**config.mk**
```make
export PLATFORM = sky130hd
export DESIGN_NAME = register_file
export DESIGN_NICKNAME = d
export VERILOG_FILES = /design/src/rtl/register_file_pkg.sv /design/src/rtl/register_file_write_decoder.sv /design/src/rtl/register_file.sv
export SDC_FILE = /design/constraint.sdc
export NUM_CORES = 2
export LEC_CHECK = 0
export BUFFER_PORTS_ARGS = -buffer_cell sky130_fd_sc_hd__clkbuf_2
export CAP_MARGIN = 20
export CORE_ASPECT_RATIO = 1.25
export CORE_MARGIN = 2
export CORE_UTILIZATION = 55
export DETAILED_ROUTE_END_ITERATION = 8
export PLACE_DENSITY = 0.76
export RECOVER_POWER = 25
export SLEW_MARGIN = 5
export SYNTH_ARGS = -nofsm -noshare
export SYNTH_HDL_FRONTEND = slang
export SYNTH_SLANG_ARGS = --single-unit
```
**constraint.sdc**
```tcl
create_clock -name clk_i -period 6.6 [get_ports clk_i]
set_input_delay 1.65 -clock clk_i [delete_from_list [all_inputs] [get_ports clk_i]]
set_output_delay 1.65 -clock clk_i [all_outputs]
set_load 0.02 [all_outputs]
```
**src/rtl/register_file_pkg.sv**
```systemverilog
// Shared sizing constants and helpers for the integer register file.
package register_file_pkg;

  localparam int unsigned XLEN     = 32;
  localparam int unsigned NREG     = 32;
  localparam int unsigned REG_AW   = $clog2(NREG);
  localparam int unsigned REG_ZERO = 0;

  // True when an index names the hard-wired zero register
  function automatic logic is_reg_zero(input logic [REG_AW-1:0] addr);
    return addr == REG_AW'(REG_ZERO);
  endfunction

endpackage

```
**src/rtl/register_file_write_decoder.sv**
```systemverilog
// One-hot write-select demultiplexer: sel[i] = en && (addr == i).
module write_decoder
  import register_file_pkg::*;
#(
  parameter int unsigned NREG_P = register_file_pkg::NREG,
  parameter int unsigned AW_P   = register_file_pkg::REG_AW
) (
  input  logic [AW_P-1:0]   addr,
  input  logic              en,
  output logic [NREG_P-1:0] sel
);

  always_comb begin
    sel = '0;
    for (int unsigned i = 0; i < NREG_P; i++) begin
      sel[i] = en && (addr == AW_P'(i));
    end
  end

endmodule

```
**src/rtl/register_file.sv**
```systemverilog
// Two-read / one-write register file with x0 hard-wired to zero.
// Optional same-cycle write-to-read forwarding: define REGFILE_WRITE_BYPASS_EN.
module register_file #(
  parameter int unsigned XLEN = register_file_pkg::XLEN,
  parameter int unsigned NREG = register_file_pkg::NREG
) (
  input  logic                                clk_i,
  input  logic                                rst_i,
  input  logic [register_file_pkg::REG_AW-1:0] rs1_addr_i,
  input  logic [register_file_pkg::REG_AW-1:0] rs2_addr_i,
  output logic [XLEN-1:0]                     rs1_data_o,
  output logic [XLEN-1:0]                     rs2_data_o,
  input  logic [register_file_pkg::REG_AW-1:0] rd_addr_i,
  input  logic [XLEN-1:0]                     rd_data_i,
  input  logic                                rd_we_i
);

  import register_file_pkg::*;

  logic [XLEN-1:0] regs_q [NREG];
  logic [XLEN-1:0] regs_d [NREG];
  logic [NREG-1:0] wr_sel;
  logic [XLEN-1:0] rs1_store;
  logic [XLEN-1:0] rs2_store;

  write_decoder #(
    .NREG_P (NREG),
    .AW_P   (REG_AW)
  ) u_write_decoder (
    .addr (rd_addr_i),
    .en   (rd_we_i),
    .sel  (wr_sel)
  );

  // Entry 0 never takes a write, so a decoded select for x0 is simply dropped
  always_comb begin
    for (int unsigned i = 0; i < NREG; i++) begin
      regs_d[i] = regs_q[i];
    end
    for (int unsigned i = 1; i < NREG; i++) begin
      if (wr_sel[i]) begin
        regs_d[i] = rd_data_i;
      end
    end
    regs_d[0] = '0;
  end

  // Reset has priority over a coincident write
  always_ff @(posedge clk_i) begin
    if (rst_i) begin
      for (int unsigned i = 0; i < NREG; i++) begin
        regs_q[i] <= '0;
      end
    end else begin
      for (int unsigned i = 0; i < NREG; i++) begin
        regs_q[i] <= regs_d[i];
      end
    end
  end

  always_comb begin
    rs1_store = is_reg_zero(rs1_addr_i) ? '0 : regs_q[rs1_addr_i];
    rs2_store = is_reg_zero(rs2_addr_i) ? '0 : regs_q[rs2_addr_i];
  end

`ifdef REGFILE_WRITE_BYPASS_EN
  logic fwd_ok;
  assign fwd_ok = rd_we_i && !rst_i && !is_reg_zero(rd_addr_i);

  always_comb begin
    rs1_data_o = (fwd_ok && (rd_addr_i == rs1_addr_i)) ? rd_data_i : rs1_store;
    rs2_data_o = (fwd_ok && (rd_addr_i == rs2_addr_i)) ? rd_data_i : rs2_store;
  end
`else
  always_comb begin
    rs1_data_o = rs1_store;
    rs2_data_o = rs2_store;
  end
`endif

endmodule

```
# [Word-level counts from Yosys, hierarchy flattened]
# Memories as Yosys holds them, arrays and structs flattened.
# Index checks and enable logic that the tools add are counted.
[totals] n_memories=1 out_inout_bits=64 mem_bits_rw=1024 inputBits=50 elab_cells=227 register_bits=0
[memory_table] name="regs_q" words=32 word_bits=32 read_ports=2 rd_clocked_by_memory_dff=0 wr=32 line="register_file.sv:20" source="logic [XLEN-1:0] regs_q [NREG];"
[op_classes] n_mux=68 bitwise_logic=32 eq_ne=62 reduce_logical=64
[ops] op="two-way mux 32 bit" n=65
[ops] op="== test 5 bit (second input constant)" n=16
[ops] op="AND reduction 2 bit" n=31
[ops] op="== test 5 x 4 -> 1 bit (second input constant)" n=8
[ops] op="bitwise OR 1 bit" n=32
[ops] op="logical AND 1 bit" n=31
[ops] op="!= test 1 bit (second input constant)" n=31
[ops] op="== test 5 x 3 -> 1 bit (second input constant)" n=4
[ops] op="== test 5 x 2 -> 1 bit (second input constant)" n=2
[ops] op="zero test 5 bit" n=2
[ops] op="== test 5 x 1 -> 1 bit (second input constant)" n=1
[ops] op="two-way mux 1 bit" n=3

# [Longest topological paths before layout]
[logic_depth] word_depth=5 depth_mapped=9 depth_no_buf=4

# [Hierarchy]
# From an unflattened synthesis, not the netlist that was laid out.
[hier_totals] hier_cells=3052 area_unflattened_um2=50148.1
[modules_own_cells] mod="register_file" cells_per_inst=3005 seq_area_each_um2=29788.6 n_inst=1 area_per_inst_um2=49917.9
[modules_own_cells] mod="write_decoder" cells_per_inst=47 seq_area_each_um2=0.0 n_inst=1 area_per_inst_um2=230.2

# [Worst setup path before layout]
# Ideal clock, no wire load.
[synth_timing] path_type="input-to-output" start="in rs1_addr_i[0] (netlist bit)" end="out rs1_data_o[31]" path_slack_ns=1.652 path_stages=8 t_arrival_ns=3.298 required_time_ns=4.950 path_buffers=4 path_cell_list="buf_6 buf_8 buf_6 buf_4 mux2i_1 o22ai_1 nor3_1 nor4b_1"
[synth_between] elab_chain_len=2 word_cells_on_any_way=3 classes_between="1 x mux; 1 x reduce/logical; 1 x memory"
[synth_lines] element="from (decl)" line="register_file.sv:9" source="input logic [register_file_pkg::REG_AW-1:0] rs1_addr_i,"
[synth_lines] element="memory (32 x 32 bit) or zero test 5 bit (tied branches)"
[synth_lines] element="two-way mux 32 bit *" line="register_file.sv:62" source="rs1_store = is_reg_zero(rs1_addr_i) ? '0 : regs_q[rs1_addr_i];"
[synth_lines] element="to (decl)" line="register_file.sv:11" source="output logic [XLEN-1:0] rs1_data_o,"
# Mark *: on every way between the ends. The rest lies on a longest branch, timed or not.

# [Worst setup path after layout]
[layout_timing] start="in rs2_addr_i[0] (netlist bit)" end="out rs2_data_o[30]"
[layout_between] elab_chain_len=2 word_cells_on_any_way=3 classes_between="1 x mux; 1 x reduce/logical; 1 x memory"
[layout_lines] element="from (decl)" line="register_file.sv:10" source="input logic [register_file_pkg::REG_AW-1:0] rs2_addr_i,"
[layout_lines] element="memory (32 x 32 bit) or zero test 5 bit (tied branches)"
[layout_lines] element="two-way mux 32 bit *" line="register_file.sv:63" source="rs2_store = is_reg_zero(rs2_addr_i) ? '0 : regs_q[rs2_addr_i];"
[layout_lines] element="to (decl)" line="register_file.sv:12" source="output logic [XLEN-1:0] rs2_data_o,"
# Marks and branches as above.

==> out/results.txt <==
The area share of the largest cell type after synthesis is 0.608. For the internal power component, the log shows 10900 uW. CTS placed an instance of clkbuf_16 at the clock tree root. For the final routed database, the setup TNS stands at 0 ps. The library cell with the largest summed area after synthesis was edfxtp_1. The tools report the final max-slew violation count as 135.

The worst setup path is captured at an output port. The post-synthesis cell type count is 38, and the net count after synthesis is 3639. The number of synthesis warnings was 0.

Dividing the detail-routed wire length by the instance count gives 30.5 um. The measured slew at the worst slew-check pin came out at 2380 ps. The most flop-heavy register was regs_q. The logs give 0 for the final-report setup violation count and 992 for the clock net sink count. The met3 layer usage reported by global route is 0.0548. The tools report the count of unresolved DRC violations after routing as 0. The worst stage delay on the critical path works out to 1040 ps. The part of the power in registers is 0.519. The tools report the via count of the first global-routing pass as 33471.

The routing usage on met2 is 0.522. The worst setup path is of the primary input to output port kind. The worst setup path is launched from a primary input. VDD sags by at most 0.000174 V.

Averaged over all synthesized cells, the footprint is 13.7 sq um. The worst hold path belongs to the class primary input to flip-flop. The count of final hold-check violations is 0. After global routing, the most crowded layer is met2. The first global-routing pass estimated 212000 um of wire. CTS built an H-tree with a depth of 3. The total congestion overflow is 0. The logs give 148000 um for the routed wire length and 6 for the max-capacitance violation count. In this run the worst setup path begins at rs2_addr_i[0]. Clock-pin slew was measured on the worst setup and hold paths at 60 ps. The net switching power of the design is 3750 uW. Setup repair after global routing left no endpoint under its margin. In the synthesized netlist, the cells that appear most often are edfxtp_1, mux2i_1, nor2_1. For the worst setup path, the data required time is 4950 ps. The area growth from synthesis to layout is 9.62%. The tools report the initial standard-cell utilization of the core as 0.555. The synthesized design contains 992 enable-type register cells.

The number of nets still failing antenna checks after routing was 0; the core footprint was 88400 sq um. Sorting the synthesized cells by area gives the leading types as edfxtp_1, mux2i_1, mux4_2, nor2_1, o22ai_1. Synthesis handed over a netlist of 3589 instances. The congestion estimate from routability-driven global placement came to 0.895. The die covers 91600 sq um. In this run the worst path has a maximum fanout of 44. The power share of the clock group is 0.350. The register with the most flip-flops in the layout has 992 of them.

The filler-free cell count of the finished design is 4859, and the worst hold path cell count is 3. Measured along the y axis, the die boundary spans 338 um. The run finished, with violations left. The share of async-settable or async-resettable flops after synthesis came out at 0. The cell area that synthesis handed to floorplanning was 49000 sq um.

Gates resized during post-CTS repair numbered 0. Final core utilization: 0.608. Traced cell by cell, the critical path runs through buf_8 -> buf_12 -> mux2i_1 -> o22ai_1 -> nor3_1 -> nor4_1 -> clkbuf_2. The global router's overall resource usage was 0.316; the total of flip-flops plus latches after synthesis was 992. The floorplan has 122 rows. In this run, CTS created clock tree buffers numbering 88.

Summing all multi-input logic gate instances after layout gives 17700 sq um. The run gives 6425 as the number of fill cells in the layout. The sequential cell area is 29800 sq um, and the vias after detailed routing is 33907.

Data on the critical path arrives at its endpoint at 4390 ps. The library cell contributing the largest single delay on the critical path is nor4_1. For this run, the top clock speed supported by timing is 0.166 GHz.

Among all flip-flop cells after synthesis, the most frequent one is edfxtp_1. The relative slew slack is -0.586, and the number of port buffers is 113. The share of total power consumed by net switching came out at 0.256.

The tools report the cell leakage power as 0.0194 uW. Following the worst setup path forward leads to its endpoint at rs2_data_o[30]. The final critical-path share of the clock period was 0.915.

In this run the post-CTS setup repair buffer count came out at 0. The share of power burned in combinational logic is 0.131, and the horizontal die dimension is 271 um. By instance count, the leading cell after synthesis is edfxtp_1. The first-pass iteration count of the detailed router came out at 6.

The routed design could run at a clock period as short as 6040 ps. The largest registers in the layout are regs_q (992). Counting tap cells, the placed design contains a total of 4697 instances.

Detailed placement finished with a half-perimeter wire length of 89200 um. The number of I/O pins came out at 114. The overall power of the completed layout was 14700 uW. The met1 track demand over resource was 0.404. The longest clock path from root to sink contains 3 buffers. For the pin count of the biggest net entering global routing, the log shows 96. Dividing total power by cell area gives a power density of 273 nW/um^2.

The number of antenna violations at the first check in global routing is 2. The number of diodes is 0. Dividing the detail-routed via count by the number of cells gives 6.98. Part of the Yosys area used for sequential elements: 0.608. The run gives 3660 as the number of nets in the layout. Hold repair after CTS inserted 0 buffers. The detailed router finished its first iteration with 4796 violations.

TritonCTS built the clock tree. The layout cell share with drive strength beyond 1 was 0.164. The checks that failed: capacitance limit, slew limit.
==> power groups by stage <==
stage / logic, uW / registers [uW] / clock network [uW]
floorplan: 1240 / 7680 / 0
global placement: 1850 / 7710 / 0
detailed placement: 1880 / 7750 / 0
CTS: 1890 / 7610 / 5130
global route: 2000 / 7660 / 5350
finish: 1920 / 7630 / 5140
==> per-layer routing <==
layer / wire [um] / share of wire
met1: 53600 / 0.36
met3: 16000 / 0.11
met4: 7510 / 0.051
met5: 22 / 0.00015
met2: 71100 / 0.48
==> area by class of cell <==
cell class | count | share of cell area
clock buffer | 109 | 0.0444
clock inverter | 52 | 0.00796
inverter | 33 | 0.00233
multi-input combinational | 2236 | 0.329
sequential | 992 | 0.554
tap | 1178 | 0.0274
timing repair buffer | 259 | 0.0343
==> worst max-delay path: cells and delay by family <==
kind / cells / cell delay, ps
muxes: 1 / 130
AOI/OAI and AO/OA: 1 / 200
and+or+nand+nor: 2 / 1200
buffers and inverters: 3 / 1090
==> cells by family (layout without fill, tap and decap cells) <==
group	count (synthesis)	in the layout	synth area share
flip-flops	992	992	0.608
AO/OA/AOI/OAI	524	524	0.0748
multiplexers	831	831	0.204
buffers and inverters	361	453	0.0364
AND/OR/NAND/NOR	881	881	0.0769
==> placed cells by master (no fill, tap or decap), drive strengths merged, types with 4 or more instances in the layout <==
| cell | count |
|---|---|
| a22oi | 64 |
| edfxtp | 992 |
| nand2 | 77 |
| nor3 | 161 |
| nor2b | 39 |
| mux2i | 638 |
| a22o | 31 |
| a21oi | 32 |
| clkbuf | 229 |
| bufinv | 7 |
| clkinvlp | 4 |
| o22ai | 256 |
| a31oi | 31 |
| clkinv | 39 |
| or2 | 4 |
| nor4 | 32 |
| nand2b | 11 |
| a211oi | 34 |
| nor2 | 546 |
| mux4 | 129 |
| mux2 | 64 |
| a221o | 63 |
| inv | 35 |
| buf | 139 |
| o21ai | 10 |
==> worst min path at each step <==
stage	endpoint	start	slack (ps)
floorplan	regs_q[3][31]$_SDFFCE_PN0P_	rd_data_i[31]	2000
global placement	regs_q[12][23]$_SDFFCE_PN0P_	rd_data_i[23]	2190
detailed placement	regs_q[12][23]$_SDFFCE_PN0P_	rd_data_i[23]	2200
CTS	regs_q[12][23]$_SDFFCE_PN0P_	rd_data_i[23]	1500
global route	regs_q[11][30]$_SDFFCE_PN0P_	rd_data_i[30]	1630
finish	regs_q[8][30]$_SDFFCE_PN0P_	rd_data_i[30]	1600
==> stage by stage <==
step                cell area [sq um]  hold slack [ps]  setup slack [ps]
CTS                             53800             1500               761
finish                          53700             1600               563
global route                    53700             1630               566
global placement                51000             2190               786
detailed placement              51000             2200               771
floorplan                       49000             2000              1650
(Power assumes the default switching activity.)
